==> src/rtl/parking_entry_gate.sv <==
// Entry-gate controller: debounces loop/pass sensors, admits a car by tag class
// against the occupancy counter's vacancy flags, drives the barrier and reports entries.
module parking_entry_gate #(
    parameter int DEBOUNCE_CYCLES = 4,
    parameter int TAG_TIMEOUT     = 32,
    parameter int OPEN_TIMEOUT    = 64,
    parameter int PULSE_CYCLES    = 2
) (
    input  logic        clock,
    input  logic        reset,
    input  logic        loop_sensor,
    input  logic        pass_sensor,
    input  logic        tag_valid,
    input  logic        tag_is_uni,
    input  logic        uni_is_vacated_space,
    input  logic        free_is_vacated_space,
    output logic        barrier_open,
    output logic        car_entered,
    output logic        is_uni_car_entered,
    output logic        denied,
    output logic        timeout,
    output logic        busy,
    output logic [15:0] grant_count,
    output logic [15:0] deny_count
);

    localparam int DB_W    = $clog2(DEBOUNCE_CYCLES + 1);
    localparam int TMR_MAX = (TAG_TIMEOUT > OPEN_TIMEOUT) ? TAG_TIMEOUT : OPEN_TIMEOUT;
    localparam int TMR_W   = $clog2(TMR_MAX + 1);
    localparam int PLS_W   = (PULSE_CYCLES > 1) ? $clog2(PULSE_CYCLES) : 1;

    localparam logic [DB_W-1:0]  DB_LIMIT    = DB_W'(DEBOUNCE_CYCLES);
    localparam logic [TMR_W-1:0] TAG_LAST    = TMR_W'(TAG_TIMEOUT - 1);
    localparam logic [TMR_W-1:0] OPEN_LAST   = TMR_W'(OPEN_TIMEOUT - 1);
    localparam logic [PLS_W-1:0] PULSE_LAST  = PLS_W'(PULSE_CYCLES - 1);

    typedef enum logic [3:0] {
        S_IDLE     = 4'd0,
        S_WAIT_TAG = 4'd1,
        S_CHECK    = 4'd2,
        S_DENY     = 4'd3,
        S_OPEN     = 4'd4,
        S_PASSING  = 4'd5,
        S_REPORT   = 4'd6,
        S_HOLD     = 4'd7,
        S_ABORT    = 4'd8
    } state_t;

    function automatic logic [15:0] sat_inc(input logic [15:0] v);
        return (v == 16'hFFFF) ? v : v + 16'd1;
    endfunction

    // index 0 = loop sensor, index 1 = pass sensor
    logic [1:0]            raw_s;
    logic [1:0]            deb_q, deb_d;
    logic [DB_W-1:0]       db_cnt_q [2];
    logic [DB_W-1:0]       db_cnt_d [2];
    logic                  loop_db_s, pass_db_s;

    state_t                state_q, state_d;
    logic [TMR_W-1:0]      timer_q, timer_d;
    logic [PLS_W-1:0]      pulse_q, pulse_d;
    logic                  cls_q, cls_d;
    logic                  vacancy_s;

    logic                  barrier_q, barrier_d;
    logic                  car_q, car_d;
    logic                  uni_q, uni_d;
    logic                  denied_q, denied_d;
    logic                  timeout_q, timeout_d;
    logic                  busy_q, busy_d;
    logic [15:0]           grant_q, grant_d;
    logic [15:0]           deny_q, deny_d;

    assign raw_s     = {pass_sensor, loop_sensor};
    assign loop_db_s = deb_q[0];
    assign pass_db_s = deb_q[1];

    // Debounce next state: the debounced level flips only after a run of disagreeing samples
    always_comb begin
        deb_d = deb_q;
        for (int i = 0; i < 2; i++) begin
            db_cnt_d[i] = db_cnt_q[i];
            if (raw_s[i] != deb_q[i]) begin
                if (db_cnt_q[i] == DB_LIMIT) begin
                    deb_d[i]    = raw_s[i];
                    db_cnt_d[i] = '0;
                end else begin
                    db_cnt_d[i] = db_cnt_q[i] + DB_W'(1);
                end
            end else begin
                db_cnt_d[i] = '0;
            end
        end
    end

    // Debounce registers
    always_ff @(posedge clock) begin
        if (reset) begin
            deb_q       <= 2'b00;
            db_cnt_q[0] <= '0;
            db_cnt_q[1] <= '0;
        end else begin
            deb_q       <= deb_d;
            db_cnt_q[0] <= db_cnt_d[0];
            db_cnt_q[1] <= db_cnt_d[1];
        end
    end

    assign vacancy_s = cls_q ? uni_is_vacated_space : free_is_vacated_space;

    // Gate sequencing: next state, shared timer, pulse counter and latched class
    always_comb begin
        state_d = state_q;
        timer_d = timer_q;
        pulse_d = pulse_q;
        cls_d   = cls_q;
        case (state_q)
            S_IDLE: begin
                if (loop_db_s) begin
                    state_d = S_WAIT_TAG;
                    timer_d = '0;
                end else begin
                    state_d = S_IDLE;
                end
            end
            S_WAIT_TAG: begin
                // a tag arriving on the last allowed cycle still counts
                if (tag_valid) begin
                    cls_d   = tag_is_uni;
                    state_d = S_CHECK;
                end else if (!loop_db_s) begin
                    state_d = S_IDLE;
                end else if (timer_q == TAG_LAST) begin
                    state_d = S_DENY;
                end else begin
                    timer_d = timer_q + TMR_W'(1);
                end
            end
            S_CHECK: begin
                if (vacancy_s) begin
                    state_d = S_OPEN;
                    timer_d = '0;
                end else begin
                    state_d = S_DENY;
                end
            end
            S_DENY, S_ABORT: begin
                if (!loop_db_s) begin
                    state_d = S_IDLE;
                end else begin
                    state_d = state_q;
                end
            end
            S_OPEN: begin
                if (pass_db_s) begin
                    state_d = S_PASSING;
                end else if (timer_q == OPEN_LAST) begin
                    state_d = S_ABORT;
                end else begin
                    timer_d = timer_q + TMR_W'(1);
                end
            end
            S_PASSING: begin
                if (!pass_db_s) begin
                    state_d = S_REPORT;
                    pulse_d = '0;
                end else begin
                    state_d = S_PASSING;
                end
            end
            S_REPORT: begin
                if (pulse_q == PULSE_LAST) begin
                    state_d = S_HOLD;
                end else begin
                    pulse_d = pulse_q + PLS_W'(1);
                end
            end
            S_HOLD: begin
                state_d = S_IDLE;
            end
            default: begin
                state_d = S_IDLE;
            end
        endcase
    end

    // Output next values decoded from the upcoming state so every output is a flop
    always_comb begin
        barrier_d = (state_d == S_OPEN) || (state_d == S_PASSING);
        car_d     = (state_d == S_REPORT);
        busy_d    = (state_d != S_IDLE);
        denied_d  = (state_d == S_DENY) && (state_q != S_DENY);
        timeout_d = ((state_q == S_WAIT_TAG) && (state_d == S_DENY)) ||
                    ((state_d == S_ABORT) && (state_q != S_ABORT));
        if ((state_d == S_REPORT) || (state_d == S_HOLD)) begin
            uni_d = cls_d;
        end else begin
            uni_d = 1'b0;
        end
        if ((state_d == S_REPORT) && (state_q != S_REPORT)) begin
            grant_d = sat_inc(grant_q);
        end else begin
            grant_d = grant_q;
        end
        if (denied_d || ((state_d == S_ABORT) && (state_q != S_ABORT))) begin
            deny_d = sat_inc(deny_q);
        end else begin
            deny_d = deny_q;
        end
    end

    // FSM state, timers and class register
    always_ff @(posedge clock) begin
        if (reset) begin
            state_q <= S_IDLE;
            timer_q <= '0;
            pulse_q <= '0;
            cls_q   <= 1'b0;
        end else begin
            state_q <= state_d;
            timer_q <= timer_d;
            pulse_q <= pulse_d;
            cls_q   <= cls_d;
        end
    end

    // Registered outputs and statistics
    always_ff @(posedge clock) begin
        if (reset) begin
            barrier_q <= 1'b0;
            car_q     <= 1'b0;
            uni_q     <= 1'b0;
            denied_q  <= 1'b0;
            timeout_q <= 1'b0;
            busy_q    <= 1'b0;
            grant_q   <= 16'd0;
            deny_q    <= 16'd0;
        end else begin
            barrier_q <= barrier_d;
            car_q     <= car_d;
            uni_q     <= uni_d;
            denied_q  <= denied_d;
            timeout_q <= timeout_d;
            busy_q    <= busy_d;
            grant_q   <= grant_d;
            deny_q    <= deny_d;
        end
    end

    assign barrier_open       = barrier_q;
    assign car_entered        = car_q;
    assign is_uni_car_entered = uni_q;
    assign denied             = denied_q;
    assign timeout            = timeout_q;
    assign busy               = busy_q;
    assign grant_count        = grant_q;
    assign deny_count         = deny_q;

endmodule

==> config.mk <==
export PLATFORM = sky130hd
export DESIGN_NAME = parking_entry_gate
export DESIGN_NICKNAME = d
export VERILOG_FILES = /design/src/rtl/parking_entry_gate.sv
export SDC_FILE = /design/constraint.sdc
export NUM_CORES = 1
export LEC_CHECK = 0
export CELL_PAD_IN_SITES_DETAIL_PLACEMENT = 2
export CELL_PAD_IN_SITES_GLOBAL_PLACEMENT = 2
export CORE_ASPECT_RATIO = 0.5
export CORE_MARGIN = 2
export CORE_UTILIZATION = 35
export DETAILED_ROUTE_END_ITERATION = 16
export GPL_TIMING_DRIVEN = 0
export PLACE_DENSITY_LB_ADDON = 0.1
export SYNTH_ARGS = -nofsm -noshare
export SYNTH_HDL_FRONTEND = slang
export SYNTH_SLANG_ARGS = --single-unit
==> constraint.sdc <==
create_clock -name clock -period 3.8 [get_ports clock]
set_clock_uncertainty 0.15 [all_clocks]
set_input_delay 0.76 -clock clock [delete_from_list [all_inputs] [get_ports clock]]
set_output_delay 0.76 -clock clock [all_outputs]
set_load 0.01 [all_outputs]
==> qor.txt, run 1 <==
Via density: 5.37
Yosys warns: 0
Worst EP arrival: 2.99 ns
Max Buffers Root-to-Sink: 2
Fin. max-slew vios: 0
Leak pwr: 1.48 nW
Share of total power in the clock network: 56.7%
Port Buffers: 44
CP Depth: 8
Vias: 2,932
Area Overhead vs Synth: 28.9%
Switching power: 0.000326 W
Setup crit start: free_is_vacated_space
Top fanout value on the critical path: 10
HP Class: reg2reg
CTS Root Cell: clkbuf_16
Number of synthesized flops with an enable pin: 0
Number of global-route vias before repair: 3,268
DIE AREA: 0.00968 mm^2
Post-synthesis instance area: 0.00310 mm^2
Startpoint types: input port
RSZ-0062 raised after global routing: false
Post-place instance area: 0.00369 mm^2
Synth Flop Type: dfxtp_1
Critical Path Max Stage Delay: 0.46 ns
Syn_nets: 384
Top Metal Used: met4
Pwr per Cell Area: 384 mW/mm^2
Mapped Cells: 369
Critical path's top delay family: buffers and inverters
Worst-case hold slack: 0.365 ns
Post-cts gate resize count: 0
Worst-path clk slew: 0.05 ns
Hold-fix buffers at CTS: 0
Final Non-Filler Cells: 546
DIE WIDTH: 137 um
All-Layer GR Usage: 22.9%
Met2 WL: 4950 um
Period utilization: 77.1%
Commonest cells after routing, fill and taps aside: dfxtp_1 (59), nor2_1 (53), clkdlybuf4s50_1 (44)
Commonest non-fill, non-tap cell in the layout: dfxtp_1
H-tree depth: 3
RR Startpoint: state_q[3]$_SDFF_PP0_
Pin count of the biggest net entering global routing: 11
Post-route ant nets: 0
Critical Path RT: 3.86 ns
Clock Latency Late Sink: 0.33 ns
Reg power frac: 40.6%
Synth Register Bits: 59
Clock sinks: 59
DR DRC count: 0
Final Hold Viols: 0
FILL cells: 975
Initial antenna violation count: 0
Avg Inst Size Synth: 8.41 um^2
Number of CTS-inserted buffers: 9
Die height: 70.6 um
Initial Util: 35.9%
Synth unique cells: 51
DR iter-0 viols: 97
Row cnt: 24
Worst hold path depth: 2
Dpl cells: 530
M1 WL: 4670 um
HPWL Detailed: 7140 um
CTS tree: built
Max frequency: 341 MHz
Register-to-register setup slack: 1.06 ns
Register area share after synthesis: 38.1%
Combinational share of power: 2.7%
Met3 WL: 328 um
Core Region: 0.00865 mm^2
VDD IR-drop max: 0.000214 V
Asr flop ratio synth: 0%
Setup TNS: 0 ns
Slew @ Worst Pin: 0.811 ns
Critical path buffer and inverter count: 2
Cells on worst reg2reg path: 8
Number of nets in the layout: 439
RePlAce Congestion: 0.741
Clock period minus worst slack: 2.93 ns
CP cell instances: clkdlybuf4s50_1, mux2_2, a2bb2o_2, nand4b_2, o211ai_4, buf_2, a21oi_1, mux2_1
Wirelength, routed: 10,100 um
Pint: 0.00121 W
GR Overflow Total: 0
Share of cells above drive strength 1: 6.76%
Diodes inserted: 0
CP endpoint kind: flip-flop
Post-DR wirelength/cell: 18.4 um
Crit path capture: deny_count[10]$_SDFFE_PP0P_
Slew headroom: 45.8%
Pre-antenna DRT Iters: 4
Setup violators final: 0
R2R Path End: deny_count[13]$_SDFFE_PP0P_
Switching share of power: 21.2%
Outcome: complete, no violations
Cell area after layout: 0.00400 mm^2
CP max stage cell: clkdlybuf4s50_1
Post-CTS setup buffers: 0
Boundary pin count: 46
Maxcap violations: 0
Critical path class: in2reg
Global-route wire length before repair: 17,000 um
-- metrics by stage --
step	power, W	setup WS (ns)	utilization (%)
final	0.00153	0.869	46.2
after global routing	0.00159	0.761	46.2
after CTS	0.00155	0.874	46.2
after detailed placement	0.000678	0.531	42.7
after global placement	0.000675	0.592	42.7
after floorplan	0.000658	1.17	-
-- cell usage after synthesis, drive strengths merged (2+ instances only) --
library cell | count | area, um^2
dfxtp | 59 | 1180
nor2 | 53 | 199
a21oi | 23 | 115
nand2 | 23 | 86.3
nor2b | 22 | 138
nand3 | 18 | 90.1
mux2 | 15 | 169
nand4 | 15 | 93.8
and3 | 14 | 87.6
clkbuf | 11 | 41.3
inv | 11 | 41.3
xor2 | 11 | 96.3
xnor2 | 9 | 78.8
nand2b | 8 | 50.1
buf | 7 | 33.8
ha | 7 | 87.6
nor3 | 7 | 35.0
nor3b | 6 | 45.0
nor4 | 6 | 43.8
o21ai | 6 | 30.0
mux2i | 5 | 50.1
a211oi | 3 | 22.5
o211ai | 3 | 36.3
a21boi | 2 | 15.0
a21o | 2 | 15.0
a31oi | 2 | 12.5
a41oi | 2 | 17.5
nor4b | 2 | 23.8
or2 | 2 | 12.5
or4 | 2 | 18.8
-- routing by layer --
metal,track usage (%),vias to the layer above
li1,-,1407
met1,29.2,1471
met2,39.4,43
met3,5.09,11
met4,6.41,0
met5,0,-
-- layout make-up --
class	count	area [um^2]	area share (%)
tap	117	146	3.66
timing repair buffer	44	440	11.0
multi-input combinational	281	1800	45.1
buffer	18	75.1	1.88
sequential	59	1180	29.5
inverter	11	41.3	1.03
clock inverter	5	77.6	1.94
clock buffer	11	233	5.82
-- how the worst min path moves through the flow --
stage                             endpoint                   startpoint  slack [ns]
6_report       grant_count[1]$_SDFFE_PP0P_  grant_count[1]$_SDFFE_PP0P_        0.36
4_1_cts        grant_count[1]$_SDFFE_PP0P_  grant_count[1]$_SDFFE_PP0P_        0.37
3_3_place_gp   grant_count[1]$_SDFFE_PP0P_  grant_count[1]$_SDFFE_PP0P_        0.34
5_1_grt        grant_count[1]$_SDFFE_PP0P_  grant_count[1]$_SDFFE_PP0P_        0.42
2_1_floorplan         pulse_q$_SDFFE_PP0P_         pulse_q$_SDFFE_PP0P_        0.33
3_5_place_dp   grant_count[1]$_SDFFE_PP0P_  grant_count[1]$_SDFFE_PP0P_        0.36
-- kinds of logic (layout without fill, tap and decap cells) --
family | after synthesis | in the layout | share of synthesized area [%]
compound gates | 49 | 49 | 10.9
simple gates | 185 | 185 | 31.8
mux | 20 | 20 | 7.06
xor+xnor | 20 | 20 | 5.65
flops | 59 | 59 | 38.1
buf+inv | 29 | 89 | 3.75
fa+ha+maj | 7 | 7 | 2.82
-- sequential cells by signal, indices dropped and copies added, names as in the netlist --
name / cells
timer_q: 7
barrier_open: 1
deny_count: 16
denied: 1
state_q: 4
pulse_q: 1
deb_q: 2
db_cnt_q: 6
busy: 1
grant_count: 16
is_uni_car_entered: 1
cls_q: 1
timeout: 1
car_entered: 1
-- power groups by stage --
stage	sequential, W	combinational, W	clock [W]
floorplan	0.000635	0.0000230	0
global placement	0.000636	0.0000393	0
detailed placement	0.000636	0.0000422	0
CTS	0.000622	0.0000426	0.000886
global route	0.000622	0.0000469	0.000916
finish	0.000623	0.0000415	0.000870
-- worst min-delay path, cell delays in order (launching register included) --
cell	delay [ns]
dfxtp_1	0.34
nand2_1	0.07
a21oi_1	0.06
Power figures use the tool's default switching activity.
==> run 2: changes to the inputs <==
--- a/config.mk
+++ b/config.mk
@@ -9,7 +9,7 @@
 export CELL_PAD_IN_SITES_GLOBAL_PLACEMENT = 2
 export CORE_ASPECT_RATIO = 0.5
 export CORE_MARGIN = 2
-export CORE_UTILIZATION = 35
+export CORE_UTILIZATION = 32
 export DETAILED_ROUTE_END_ITERATION = 16
 export GPL_TIMING_DRIVEN = 0
 export PLACE_DENSITY_LB_ADDON = 0.1
==> constraint.sdc (replaced) <==
create_clock -name clock -period 2.8 [get_ports clock]
set_clock_uncertainty 0.15 [all_clocks]
set_input_delay 0.56 -clock clock [delete_from_list [all_inputs] [get_ports clock]]
set_output_delay 0.56 -clock clock [all_outputs]
set_load 0.01 [all_outputs]
==> qor.txt, run 2 (synthesized netlist as in run 1, its figures left out) <==
Number of global-route vias before repair: 3,074 (was 3,268)
H-tree depth: 3 (unchanged)
Sequential cell area: 0.00118 mm^2 (unchanged)
Clock sinks: 59 (unchanged)
Pin count of the biggest net entering global routing: 11 (unchanged)
CP max stage cell: clkdlybuf4s50_1 (unchanged)
Top fanout value on the critical path: 10 (unchanged)
Diodes inserted: 0 (unchanged)
R2R Path End: deny_count[8]$_SDFFE_PP0P_ (was deny_count[13]$_SDFFE_PP0P_)
GR Overflow Total: 0 (unchanged)
Die height: 73.6 um (was 70.6 um)
Area Overhead vs Synth: 30.5% (was 28.9%)
Post-place instance area: 0.00371 mm^2 (was 0.00369 mm^2)
Leak pwr: 1.49 nW (was 1.48 nW)
Switching power: 0.000437 W (was 0.000326 W)
Max Buffers Root-to-Sink: 2 (unchanged)
Critical path class: in2reg (unchanged)
Via density: 5.08 (was 5.37)
DR iter-0 viols: 81 (was 97)
Number of nets in the layout: 439 (unchanged)
HP Class: reg2reg (unchanged)
DIE AREA: 0.0105 mm^2 (was 0.00968 mm^2)
Max frequency: 371 MHz
Share of total power in the clock network: 57.0% (was 56.7%)
Hold Path End: grant_count[1]$_SDFFE_PP0P_ (unchanged)
Total design power: 0.00210 W (was 0.00153 W)
HPWL Detailed: 7090 um (was 7140 um)
Worst EP arrival: 2.76 ns (was 2.99 ns)
Vias: 2,859 (was 2,932)
Startpoint types: input port (unchanged)
Worst-case hold slack: 0.370 ns (was 0.365 ns)
Initial antenna violation count: 0 (unchanged)
Setup violators final: 0 (unchanged)
Initial Util: 32.8% (was 35.9%)
DR DRC count: 0 (unchanged)
Slew headroom: 55.1% (was 45.8%)
Clock period minus worst slack: 2.70 ns
Fin. max-slew vios: 0 (unchanged)
Commonest non-fill, non-tap cell in the layout: dfxtp_1 (unchanged)
Boundary pin count: 46 (unchanged)
Row cnt: 25 (was 24)
CP endpoint kind: flip-flop (unchanged)
Critical Path RT: 2.86 ns (was 3.86 ns)
Cell area after layout: 0.00405 mm^2 (was 0.00400 mm^2)
Worst hold path depth: 2 (unchanged)
Pwr per Cell Area: 518 mW/mm^2 (was 384 mW/mm^2)
Commonest cells after routing, fill and taps aside: dfxtp_1 (59), nor2_1 (53), clkdlybuf4s50_1 (44) (unchanged)
CTS Root Cell: clkbuf_16 (unchanged)
Port Buffers: 44 (unchanged)
Outcome: complete, no violations (unchanged)
Switching share of power: 20.9% (was 21.2%)
Slew @ Worst Pin: 0.674 ns (was 0.811 ns)
Critical Path Max Stage Delay: 0.40 ns (was 0.46 ns)
Cells on worst reg2reg path: 8 (unchanged)
VDD IR-drop max: 0.000271 V (was 0.000214 V)
Wirelength, routed: 9740 um (was 10,100 um)
Register-to-register setup slack: 0.17 ns (was 1.06 ns)
Maxcap violations: 0 (unchanged)
RePlAce Congestion: 0.801 (was 0.741)
Reg power frac: 40.3% (was 40.6%)
Final Hold Viols: 0 (unchanged)
Hold-fix buffers at CTS: 0 (unchanged)
Post-route ant nets: 0 (unchanged)
Pint: 0.00166 W (was 0.00121 W)
Core Region: 0.00945 mm^2 (was 0.00865 mm^2)
CTS tree: built (unchanged)
RSZ-0062 raised after global routing: true (was false)
Global-route wire length before repair: 16,100 um (was 17,000 um)
DIE WIDTH: 143 um (was 137 um)
Clock Latency Late Sink: 0.33 ns (about the same)
Hold Crit Start: grant_count[1]$_SDFFE_PP0P_ (unchanged)
RR Startpoint: timer_q[0]$_SDFFE_PP0P_ (was state_q[3]$_SDFF_PP0_)
Multi-input logic area: 0.00182 mm^2 (was 0.00180 mm^2)
All-Layer GR Usage: 20.0% (was 22.9%)
Number of CTS-inserted buffers: 9 (unchanged)
Pre-antenna DRT Iters: 4 (unchanged)
Combinational share of power: 2.7% (about the same)
Post-DR wirelength/cell: 17.3 um (was 18.4 um)
Period utilization: 96.3%
Worst-path clk slew: 0.05 ns (about the same)
CP cell instances: clkdlybuf4s50_1, mux2_2, or2_2, a32oi_4, o211ai_4, buf_4, a21oi_1, mux2_1 (was clkdlybuf4s50_1, mux2_2, a2bb2o_2, nand4b_2, o211ai_4, buf_2, a21oi_1, mux2_1)
Share of cells above drive strength 1: 7.71% (was 6.76%)
FILL cells: 1,079 (was 975)
## run 2: power groups by stage
stage | Combinational [W] | Clock [W] | Sequential, W
4_1_cts | 0.0000578 | 0.00122 | 0.000845
3_5_place_dp | 0.0000569 | 0 | 0.000863
3_3_place_gp | 0.0000541 | 0 | 0.000863
6_report | 0.0000564 | 0.00119 | 0.000845
2_1_floorplan | 0.0000312 | 0 | 0.000862
5_1_grt | 0.0000635 | 0.00127 | 0.000845
## run 2: area by class of cell
cell class / count / area share [%]
Tap cell: 135 / 4.17
Clock inverter: 5 / 1.92
Timing Repair Buffer: 44 / 10.9
Buffer: 18 / 1.95
Multi-Input combinational cell: 281 / 45.0
Clock buffer: 10 / 5.90
Inverter: 11 / 1.02
Sequential cell: 59 / 29.2
## run 2: routing by layer
metal	track usage [%]	vias up	wire, um
met5	0	-	0
met4	4.90	0	81
met3	4.56	9	169
met2	35.4	27	4730
met1	25.1	1420	4760
li1	-	1403	-
## run 2: worst max-delay path by stage
stage | slack, ns | to | cells after the start | startpoint
6_report | 0.10 | deny_count[8]$_SDFFE_PP0P_ | 8 | uni_is_vacated_space
5_1_grt | -0.01 | grant_count[15]$_SDFFE_PP0P_ | 8 | state_q[2]$_SDFF_PP0_
4_1_cts | 0.01 | deny_count[8]$_SDFFE_PP0P_ | 8 | state_q[3]$_SDFF_PP0_
3_5_place_dp | -0.28 | deny_count[8]$_SDFFE_PP0P_ | 8 | uni_is_vacated_space
3_3_place_gp | -0.23 | deny_count[3]$_SDFFE_PP0P_ | 8 | free_is_vacated_space
2_1_floorplan | 0.37 | deny_count[3]$_SDFFE_PP0P_ | 7 | uni_is_vacated_space
## run 2: per-stage QoR
step / util, % / setup slack, ns / setup TNS, ns / std cells
floorplan: - / 0.373 / 0 / 369
global placement: 39.3 / -0.225 / -2.60 / 548
detailed placement: 39.3 / -0.279 / -4.19 / 548
CTS: 42.6 / 0.0107 / 0 / 563
global route: 42.8 / -0.0126 / -0.0126 / 563
finish: 42.8 / 0.103 / 0 / 563
## run 2: what timing repair did
item / in CTS / in global routing
gates resized for setup: 0 / 7
setup buffers: 0 / 0
endpoints found under the setup margin: 0 / 15
## run 2: critical path: cells and delay by family
| kind | cells | cell delay [ns] |
|---|---|---|
| buffers and inverters | 2 | 0.61 |
| and+or+nand+nor | 1 | 0.32 |
| AOI/OAI and AO/OA | 3 | 0.64 |
| muxes | 2 | 0.61 |
